--- src/rtl/bnn_pe_row_pipe.sv ---
// Binary neural network PE row: a linear pipeline of ROW_LENGTH stages. Each
// stage adds its XNOR-popcount contribution to a saturating signed partial sum.
// The whole row stalls when the output is held, and the weight register may
// only change while the row is empty.
module bnn_pe_row_pipe #(
  parameter int VEC_W      = 27,
  parameter int ROW_LENGTH = 7,
  parameter int WIDTH      = 14
) (
  input  logic                          clk_in,
  input  logic                          rst_in,
  input  logic                          in_valid,
  output logic                          in_ready,
  input  logic [VEC_W*ROW_LENGTH-1:0]   activation_in,
  input  logic signed [WIDTH-1:0]       psum_in,
  input  logic                          weight_we,
  input  logic [VEC_W*ROW_LENGTH-1:0]   weight_in,
  output logic [VEC_W*ROW_LENGTH-1:0]   activation_out,
  output logic                          act_out_valid,
  output logic signed [WIDTH-1:0]       psum_out,
  output logic                          out_sat,
  output logic                          out_valid,
  input  logic                          out_ready,
  output logic                          busy
);

  localparam int ACT_W = VEC_W * ROW_LENGTH;

  // Activation vectors are shifted left by one slice per stage, so the slice a
  // stage consumes is always the top slice of its input. Consumed slices become
  // constant zeros and are not carried forward.
  logic [ACT_W-1:0]        act_p  [ROW_LENGTH];
  logic signed [WIDTH-1:0] psum_p [ROW_LENGTH];
  logic                    sat_p  [ROW_LENGTH];
  logic                    vld_p  [ROW_LENGTH];

  logic [ACT_W-1:0]        act_src  [ROW_LENGTH];
  logic signed [WIDTH-1:0] psum_src [ROW_LENGTH];
  logic                    sat_src  [ROW_LENGTH];
  logic                    vld_src  [ROW_LENGTH];
  logic signed [WIDTH:0]   sum_w    [ROW_LENGTH];
  logic signed [WIDTH-1:0] psum_nxt [ROW_LENGTH];
  logic                    sat_nxt  [ROW_LENGTH];

  logic [ACT_W-1:0]        weight_q;
  logic                    advance;
  logic                    accept;

  function automatic logic signed [WIDTH:0] contrib(input logic [VEC_W-1:0] a,
                                                    input logic [VEC_W-1:0] w);
    int cnt;
    cnt = 0;
    for (int i = 0; i < VEC_W; i++) begin
      if (a[i] == w[i]) cnt++;
    end
    return (WIDTH+1)'(2 * cnt - VEC_W);
  endfunction

  function automatic logic overflowed(input logic signed [WIDTH:0] s);
    return s[WIDTH] ^ s[WIDTH-1];
  endfunction

  function automatic logic signed [WIDTH-1:0] saturate(input logic signed [WIDTH:0] s);
    if (overflowed(s)) begin
      return s[WIDTH] ? {1'b1, {(WIDTH-1){1'b0}}} : {1'b0, {(WIDTH-1){1'b1}}};
    end
    return s[WIDTH-1:0];
  endfunction

  assign advance   = !out_valid || out_ready;
  assign in_ready  = advance;
  assign accept    = in_valid && advance;
  assign psum_out  = psum_p[ROW_LENGTH-1];
  assign out_sat   = sat_p[ROW_LENGTH-1];
  assign out_valid = vld_p[ROW_LENGTH-1];

  // Per-stage inputs, widened sum and clamped result.
  always_comb begin
    act_src[0]  = activation_in;
    psum_src[0] = psum_in;
    sat_src[0]  = 1'b0;
    vld_src[0]  = in_valid;
    for (int k = 1; k < ROW_LENGTH; k++) begin
      act_src[k]  = act_p[k-1];
      psum_src[k] = psum_p[k-1];
      sat_src[k]  = sat_p[k-1];
      vld_src[k]  = vld_p[k-1];
    end
    for (int k = 0; k < ROW_LENGTH; k++) begin
      sum_w[k]    = $signed({psum_src[k][WIDTH-1], psum_src[k]})
                  + contrib(act_src[k][ACT_W-1 -: VEC_W],
                            weight_q[VEC_W*(ROW_LENGTH-k)-1 -: VEC_W]);
      psum_nxt[k] = saturate(sum_w[k]);
      sat_nxt[k]  = sat_src[k] | overflowed(sum_w[k]);
    end
  end

  // Row is busy while any stage holds a valid item.
  always_comb begin
    busy = 1'b0;
    for (int k = 0; k < ROW_LENGTH; k++) begin
      busy = busy | vld_p[k];
    end
  end

  // Pipeline stage registers; all stages advance or hold together.
  always_ff @(posedge clk_in or negedge rst_in) begin
    if (!rst_in) begin
      for (int k = 0; k < ROW_LENGTH; k++) begin
        act_p[k]  <= '0;
        psum_p[k] <= '0;
        sat_p[k]  <= 1'b0;
        vld_p[k]  <= 1'b0;
      end
    end else if (advance) begin
      for (int k = 0; k < ROW_LENGTH; k++) begin
        act_p[k]  <= act_src[k] << VEC_W;
        psum_p[k] <= psum_nxt[k];
        sat_p[k]  <= sat_nxt[k];
        vld_p[k]  <= vld_src[k];
      end
    end
  end

  // Forward each accepted activation vector to the row below.
  always_ff @(posedge clk_in or negedge rst_in) begin
    if (!rst_in) begin
      activation_out <= '0;
      act_out_valid  <= 1'b0;
    end else begin
      act_out_valid <= accept;
      if (accept) activation_out <= activation_in;
    end
  end

  // Weights change only when the row is empty and nothing is being offered,
  // so every resident item sees one consistent weight set.
  always_ff @(posedge clk_in or negedge rst_in) begin
    if (!rst_in) begin
      weight_q <= '0;
    end else if (weight_we && !busy && !in_valid) begin
      weight_q <= weight_in;
    end
  end

endmodule

--- config.mk ---
export PLATFORM = sky130hd
export DESIGN_NAME = bnn_pe_row_pipe
export DESIGN_NICKNAME = d
export VERILOG_FILES = /design/src/rtl/bnn_pe_row_pipe.sv
export SDC_FILE = /design/constraint.sdc
export NUM_CORES = 2
export LEC_CHECK = 0
export CAP_MARGIN = 25
export CORE_MARGIN = 5
export CORE_UTILIZATION = 41
export DETAILED_ROUTE_END_ITERATION = 12
export PLACE_DENSITY = 0.67
export REMOVE_ABC_BUFFERS = 1
export SYNTH_ARGS = -nofsm -noshare
export SYNTH_HDL_FRONTEND = slang
export SYNTH_SLANG_ARGS = --single-unit
export TNS_END_PERCENT = 10
--- constraint.sdc ---
create_clock -name clk_in -period 52.3 [get_ports clk_in]
set_input_delay 10.46 -clock clk_in [delete_from_list [all_inputs] [get_ports clk_in]]
set_output_delay 10.46 -clock clk_in [all_outputs]
set_load 0.02 [all_outputs]
=== After elaboration in Yosys (flattened, before gate mapping) ===
Index checks and enable logic that the tools add are counted.

* Register bits after elaboration: 1058
* Bits of input ports: 397
* Output and inout port bits: 208
* Word-level logic and storage cells: 658

* Add/sub/neg operators: 196
* Equality and inequality tests: 189
* Mux-type cells: 217
* Bitwise logic cells: 19
* Reduce and logical (&&, ||, !) cells: 7

{| class="wikitable"
|+ Operators with widths
! cell !! count
|-
| 14-bit 2-to-1 mux || 203
|-
| 14-bit by 2-bit adder with 14-bit output (second input constant) || 175
|-
| 1-bit equality test || 189
|-
| 14-bit by 15-bit adder with 15-bit output || 7
|-
| 15-bit by 6-bit subtractor with 15-bit output (second input constant) || 7
|-
| 1-bit by 1-bit adder with 2-bit output (second input constant) || 7
|-
| 1-bit 2-to-1 mux || 14
|-
| 1-bit OR || 12
|-
| 1-bit XOR || 7
|-
| 1-bit logical AND || 3
|-
| 1-bit zero test || 3
|-
| 1-bit logical OR || 1
|}

=== Depth between registers and ports, before layout ===
* Depth in word-level cells: 59
* Gate-level depth with buffers: 107
* Mapped depth without buffers: 106

=== Least setup slack after synthesis ===
No wires, ideal clock.

* Kind: input -> register
* Start point: in activation_in[163]
* End point: reg psum_p[88] (netlist name)
* Library setup time: 148 ps
* Arrival time: 27703 ps
* Data required time: 52152 ps
* Path slack: 24449 ps
* Cell stages on the path: 103
* Cell sequence: xor2_1 > inv_1 > ha_1 > xnor3_2 > ha_1 > o221ai_1 > nand2_1 > ha_1 > nor2_1 > a311oi_1 > ha_1 > nor2_1 > nor4_1 > nor2_1 > nand2_1 > ha_1 > nand2_1 > o21ai_0 > [... 67 more ...] > nor2b_1 > o21a_1 > o21a_1 > nor2_1 > nor2_1 > o21a_1 > nor2_1 > nor2_1 > o21ai_0 > nand2b_1 > a21oi_1 > o21bai_1 > a21oi_1 > xnor2_1 > clkbuf_1 > nand2_1 > a21oi_1 > a21oi_1

* Cells in the longest elaborated chain, start to end: 57
* Elaborated cells on any way between the ends: 59

{| class="wikitable"
|+ RTL lines
! element !! RTL line !! RTL
|-
| start, declared || 14 || <nowiki>input logic [VEC_W*ROW_LENGTH-1:0] activation_in,</nowiki>
|-
| 1-bit equality test * || 54 || <nowiki>if (a[i] == w[i]) cnt++;</nowiki>
|-
| 14-bit 2-to-1 mux * || 54 ||
|-
| 14-bit by 2-bit adder with 14-bit output || 54 ||
|-
| 14-bit 2-to-1 mux * || 54 ||
|-
| 14-bit by 2-bit adder with 14-bit output || 54 ||
|-
| 14-bit 2-to-1 mux * || 54 ||
|-
| 14-bit by 2-bit adder with 14-bit output || 54 ||
|-
| 14-bit 2-to-1 mux * || 54 ||
|-
| [... 41 more ...] || - ||
|-
| 14-bit 2-to-1 mux * || 54 ||
|-
| 14-bit by 2-bit adder with 14-bit output || 54 ||
|-
| 14-bit 2-to-1 mux * || 54 ||
|-
| 15-bit by 6-bit subtractor with 15-bit output * || 56 || <nowiki>return (WIDTH+1)'(2 * cnt - VEC_W);</nowiki>
|-
| 14-bit by 15-bit adder with 15-bit output * || 91 || <nowiki>+ contrib(act_src[k][ACT_W-1 -: VEC_W],</nowiki>
|-
| 14-bit 2-to-1 mux or 1-bit XOR (tied branches) || 65, 60 ||
|-
| 14-bit 2-to-1 mux or 1-bit 2-to-1 mux (tied branches) || 64 || <nowiki>if (overflowed(s)) begin</nowiki>
|-
| 14-bit 2-to-1 mux * || 67 || <nowiki>return s[WIDTH-1:0];</nowiki>
|-
| end signal, assigned by index || 118 || <nowiki>psum_p[k] <= psum_nxt[k];</nowiki>
|-
| end, declared || 33 || <nowiki>logic signed [WIDTH-1:0] psum_p [ROW_LENGTH];</nowiki>
|}

Mark *: on every way between the ends. The rest lies on a longest branch, timed or not. The select of a mux whose other input is x is not followed.
A chain may end at the register's enable or synchronous reset.

=== Worst setup path in the final report ===
* Start point: in activation_in[163]
* End point: reg psum_p[85] (netlist name)

Same word-level chain as after synthesis.

==> results.txt <==
The insertion delay to the later sink of the worst-skew pair came out at 0.79 ns. Across the run, the number of max-cap violations was 0. The worst setup path is captured at a register. The startpoint identified for the worst register-to-register timing path is weight_q[163]. The post-CTS setup buffer count came out at 0. TritonCTS built the clock tree. The number of cells on the worst hold path is 2.

The synthesis-stage register bit count came out at 1,058. For the final database, setup skew stands at 0.05768 ns. The total clock sinks came out at 1,058. The setup TNS after final layout came out at 0 ns. The area enclosed by the die boundary came out at 187,500 um^2. For this design, the slowest cell found on the critical path is xor2_1. The worst max-slew margin expressed relative to the limit is 0.2530. The count of cells resized by post-cts repair is 0. The data arrival time of the worst path is 30.98 ns. The total vias in the final route is 57,660.

The met3 track demand over resource in global routing came out at 0.03391. The cell sitting at the root of the clock tree is a clkbuf_16. The share of flip-flops with an asynchronous set or reset after synthesis came out at 1.000.

The final routed wirelength across all metal layers is 173.7 mm. The most critical setup path has its startpoint at activation_in[163]. The footprint of the flip-flops and latches is 26,480 um^2. The final RePlAce weighted congestion came out at 0.8653. The required time of the critical path is 52.91 ns. The floorplan has 155 rows.

The final count of pins violating max slew is 0. The run finished with clean final reports. The core outline area is 178,200 um^2. From left edge to right edge, the die measures 433.0 um. The area used by multi-input combinational logic came out at 44,530 um^2. The total congestion overflow came out at 0. The number of routed nets with antenna violations is 0. Yosys printed 0 warnings. The post-synthesis area per instance came out at 8.824 um^2.

Entering global routing, the biggest net connects 192 pins. The largest incremental delay on the critical path is 0.81 ns. The worst slack at placement came out at 21.34 ns.

For this configuration, the core starts out at a cell density of 0.4116. The length in cells of the worst reg-to-reg path came out at 100. The highest achievable clock rate came out at 32.93 MHz. The most used flip-flop cell after synthesis is dfrtp_1. The detailed router's first-iteration violation count came out at 2,805. The die outline height came out at 433.0 um. The cell area after layout came out at 85,980 um^2.

The global-route usage over all layers came out at 0.1836. After filler insertion, the fill cell instance count of the layout stands at 16,890. The number of nets in the layout is 9,627. The number of ports placed on the die boundary is 605.

The number of antenna violations at the first check in global routing came out at 18. The number of buffers inserted by port buffering came out at 604. The worst setup slack after layout is 21.93 ns. After detailed placement, the total cell area comes to 81,830 um^2.

The pre-antenna-repair detailed-routing pass consisted of 6 iterations. The number of endpoints with negative hold slack in the final report is 0. The H-tree depth came out at 3. The critical path is of the input pin to register type. The highest net fanout along the worst path is 13. The residual DRC count is 0. For hold timing, the worst endpoint is act_p[1102]. STA classifies the critical path startpoint as an input pin. The clock-pin slew reported for the worst setup and hold paths after clock tree synthesis is 0.06 ns. The number of global-route vias before repair was 58,390. In the final routed layout, each cell accounts on average for 15.34 um. Setup repair after global routing left no endpoint under its margin.

The type of the most critical hold path is register to register. The post-detailed-route via-to-cell ratio came out at 5.094. The met1 usage is 0.2194. The layer flagged by global routing as most heavily used is met2.

The number of flops mapped to enable cells by yosys came out at 0. In this run the critical register-to-register path is captured at psum_p[85]. Synthesis handed over a netlist of 8,313 instances. Summed over all nets, the half-perimeter wirelength after detailed placement is 129.8 mm.

In the final layout, the share of cells above drive strength 1 is 0.09688. In this run the register-to-register setup slack is 31.71 ns. In this run, post-CTS hold repair placed 0 buffers. The post-synth design cell area came out at 73,350 um^2. The area overhead of the layout relative to synthesis came out at 17.21%. The wire length of the first global-routing pass is 289.0 mm. The origin of the worst min-delay path is act_p[1264]. Yosys mapped the design onto 115 distinct sky130hd cell types. For met2 alone, demand over resource in global routing was 0.3365.

The smallest clock period supported by the final layout is computed as 30.37 ns. Setup violations remaining at the end of the flow were counted as 0. The sequential cell area fraction in the yosys report is 0.3609.

The number of buffers inserted during clock tree synthesis came out at 119. Among the stages of the critical path, the cell type that occurs most often is ha_1. The share of the clock period used by the worst path is 0.5806. The maximum clock insertion buffer count is 3. The slew at the pin with the worst max-slew slack is 1.092 ns.
-- synthesized netlist by cell type (13+ instances only) --
cell	number	area (um^2)
nand2_1	2306	8656
dfrtp_1	1058	26480
xnor2_1	657	5754
nor2_1	459	1723
mux2_2	414	4662
inv_1	376	1411
ha_1	364	4554
xor2_1	346	3030
a21oi_1	252	1261
o21ai_0	230	1151
clkbuf_1	215	807.0
nand3_1	143	715.7
nor3_1	120	600.6
a31oi_1	84	525.5
mux2i_1	70	700.7
xnor2_2	61	992.2
nand2b_1	55	344.1
nand4_1	54	337.8
o21bai_1	50	375.4
a21o_1	48	360.4
and2_1	48	300.3
xnor3_1	48	1081
maj3_1	41	410.4
nor2b_1	41	256.5
o22ai_1	40	250.2
or3_1	37	231.5
and3_1	36	225.2
xor2_2	36	585.6
a211oi_1	34	255.2
o21a_1	34	255.2
o31ai_1	34	255.2
or2_2	32	200.2
nor3b_1	30	225.2
o211ai_1	30	225.2
o21ai_1	27	135.1
nor4_1	25	156.4
buf_4	15	112.6
a32oi_1	14	122.6
buf_1	14	52.55
o2111ai_1	13	113.9
-- cell usage in the layout, fill, tap and decap left out, drive strengths merged, types with 168 or more instances in the layout --
| master | n |
|---|---|
| ha | 364 |
| a21oi | 254 |
| xnor2 | 728 |
| xor2 | 384 |
| nand2 | 2306 |
| clkdlybuf4s50 | 603 |
| dfrtp | 1058 |
| inv | 396 |
| mux2 | 414 |
| nor2 | 460 |
| o21ai | 259 |
| clkbuf | 168 |
-- routing by layer --
layer / wire [um] / share of wire / vias to the layer above
li1: - / - / 28960
met1: 73700 / 0.42 / 27560
met2: 87720 / 0.51 / 882
met3: 7543 / 0.043 / 255
met4: 4614 / 0.027 / 14
met5: 100 / 0.00058 / -
-- cell type report --
cell class	instances	share of cell area
multi-input combinational	6644	0.5179
tap	2355	0.03427
antenna	5	0.0001455
clock inverter	54	0.007232
sequential	1058	0.3079
clock buffer	168	0.04005
timing repair buffer	647	0.07532
inverter	389	0.01719
-- cell families after synthesis --
family                   synth area share
multiplexers                      0.07348
other                          0.00005112
AO/OA/AOI/OAI                     0.09429
adder cells (fa/ha/maj)           0.06959
buffers and inverters             0.03353
XOR/XNOR                           0.1674
flip-flops                         0.3609
AND/OR/NAND/NOR                    0.2008
-- critical path, delay by kind of cell --
family / cells / cell delay, ns
adders and majority gates: 26 / 8.05
muxes: 2 / 0.35
buffers and inverters: 11 / 1.41
AOI/OAI and AO/OA: 30 / 5.91
xor gates and xnor gates: 4 / 1.71
and+or+nand+nor: 28 / 3.08
-- state kept, by name, indices dropped and copies added, names as in the netlist --
signal,count
sat_p,6
vld_p,6
out_sat,1
psum_p,84
act_p,567
out_valid,1
act_out_valid,1
activation_out,189
weight_q,189
psum_out,14
-- per-stage QoR --
| stage | cells | util | hold WS, ns |
|---|---|---|---|
| 6_report | 11320 | 0.4824 | 0.4436 |
| 3_3_place_gp | 11090 | 0.4590 | 0.4492 |
| 3_5_place_dp | 11090 | 0.4592 | 0.4549 |
| 2_1_floorplan | 8091 | - | 0.4386 |
| 4_1_cts | 11310 | 0.4820 | 0.4365 |
| 5_1_grt | 11320 | 0.4824 | 0.4718 |
-- worst max path at each step --
stage | endpoint | slack [ns] | depth (start not counted)
after floorplan | in_ready | -28.56 | 2
after global placement | psum_p[88] | 21.64 | 104
after detailed placement | psum_p[85] | 21.34 | 101
after CTS | psum_p[85] | 22.12 | 101
after global routing | psum_p[85] | 20.28 | 101
final | psum_p[85] | 21.93 | 101
Power is left out: the tool's default activity adds up to more than one toggle a clock period on the data nets, which glitch-free logic cannot reach.
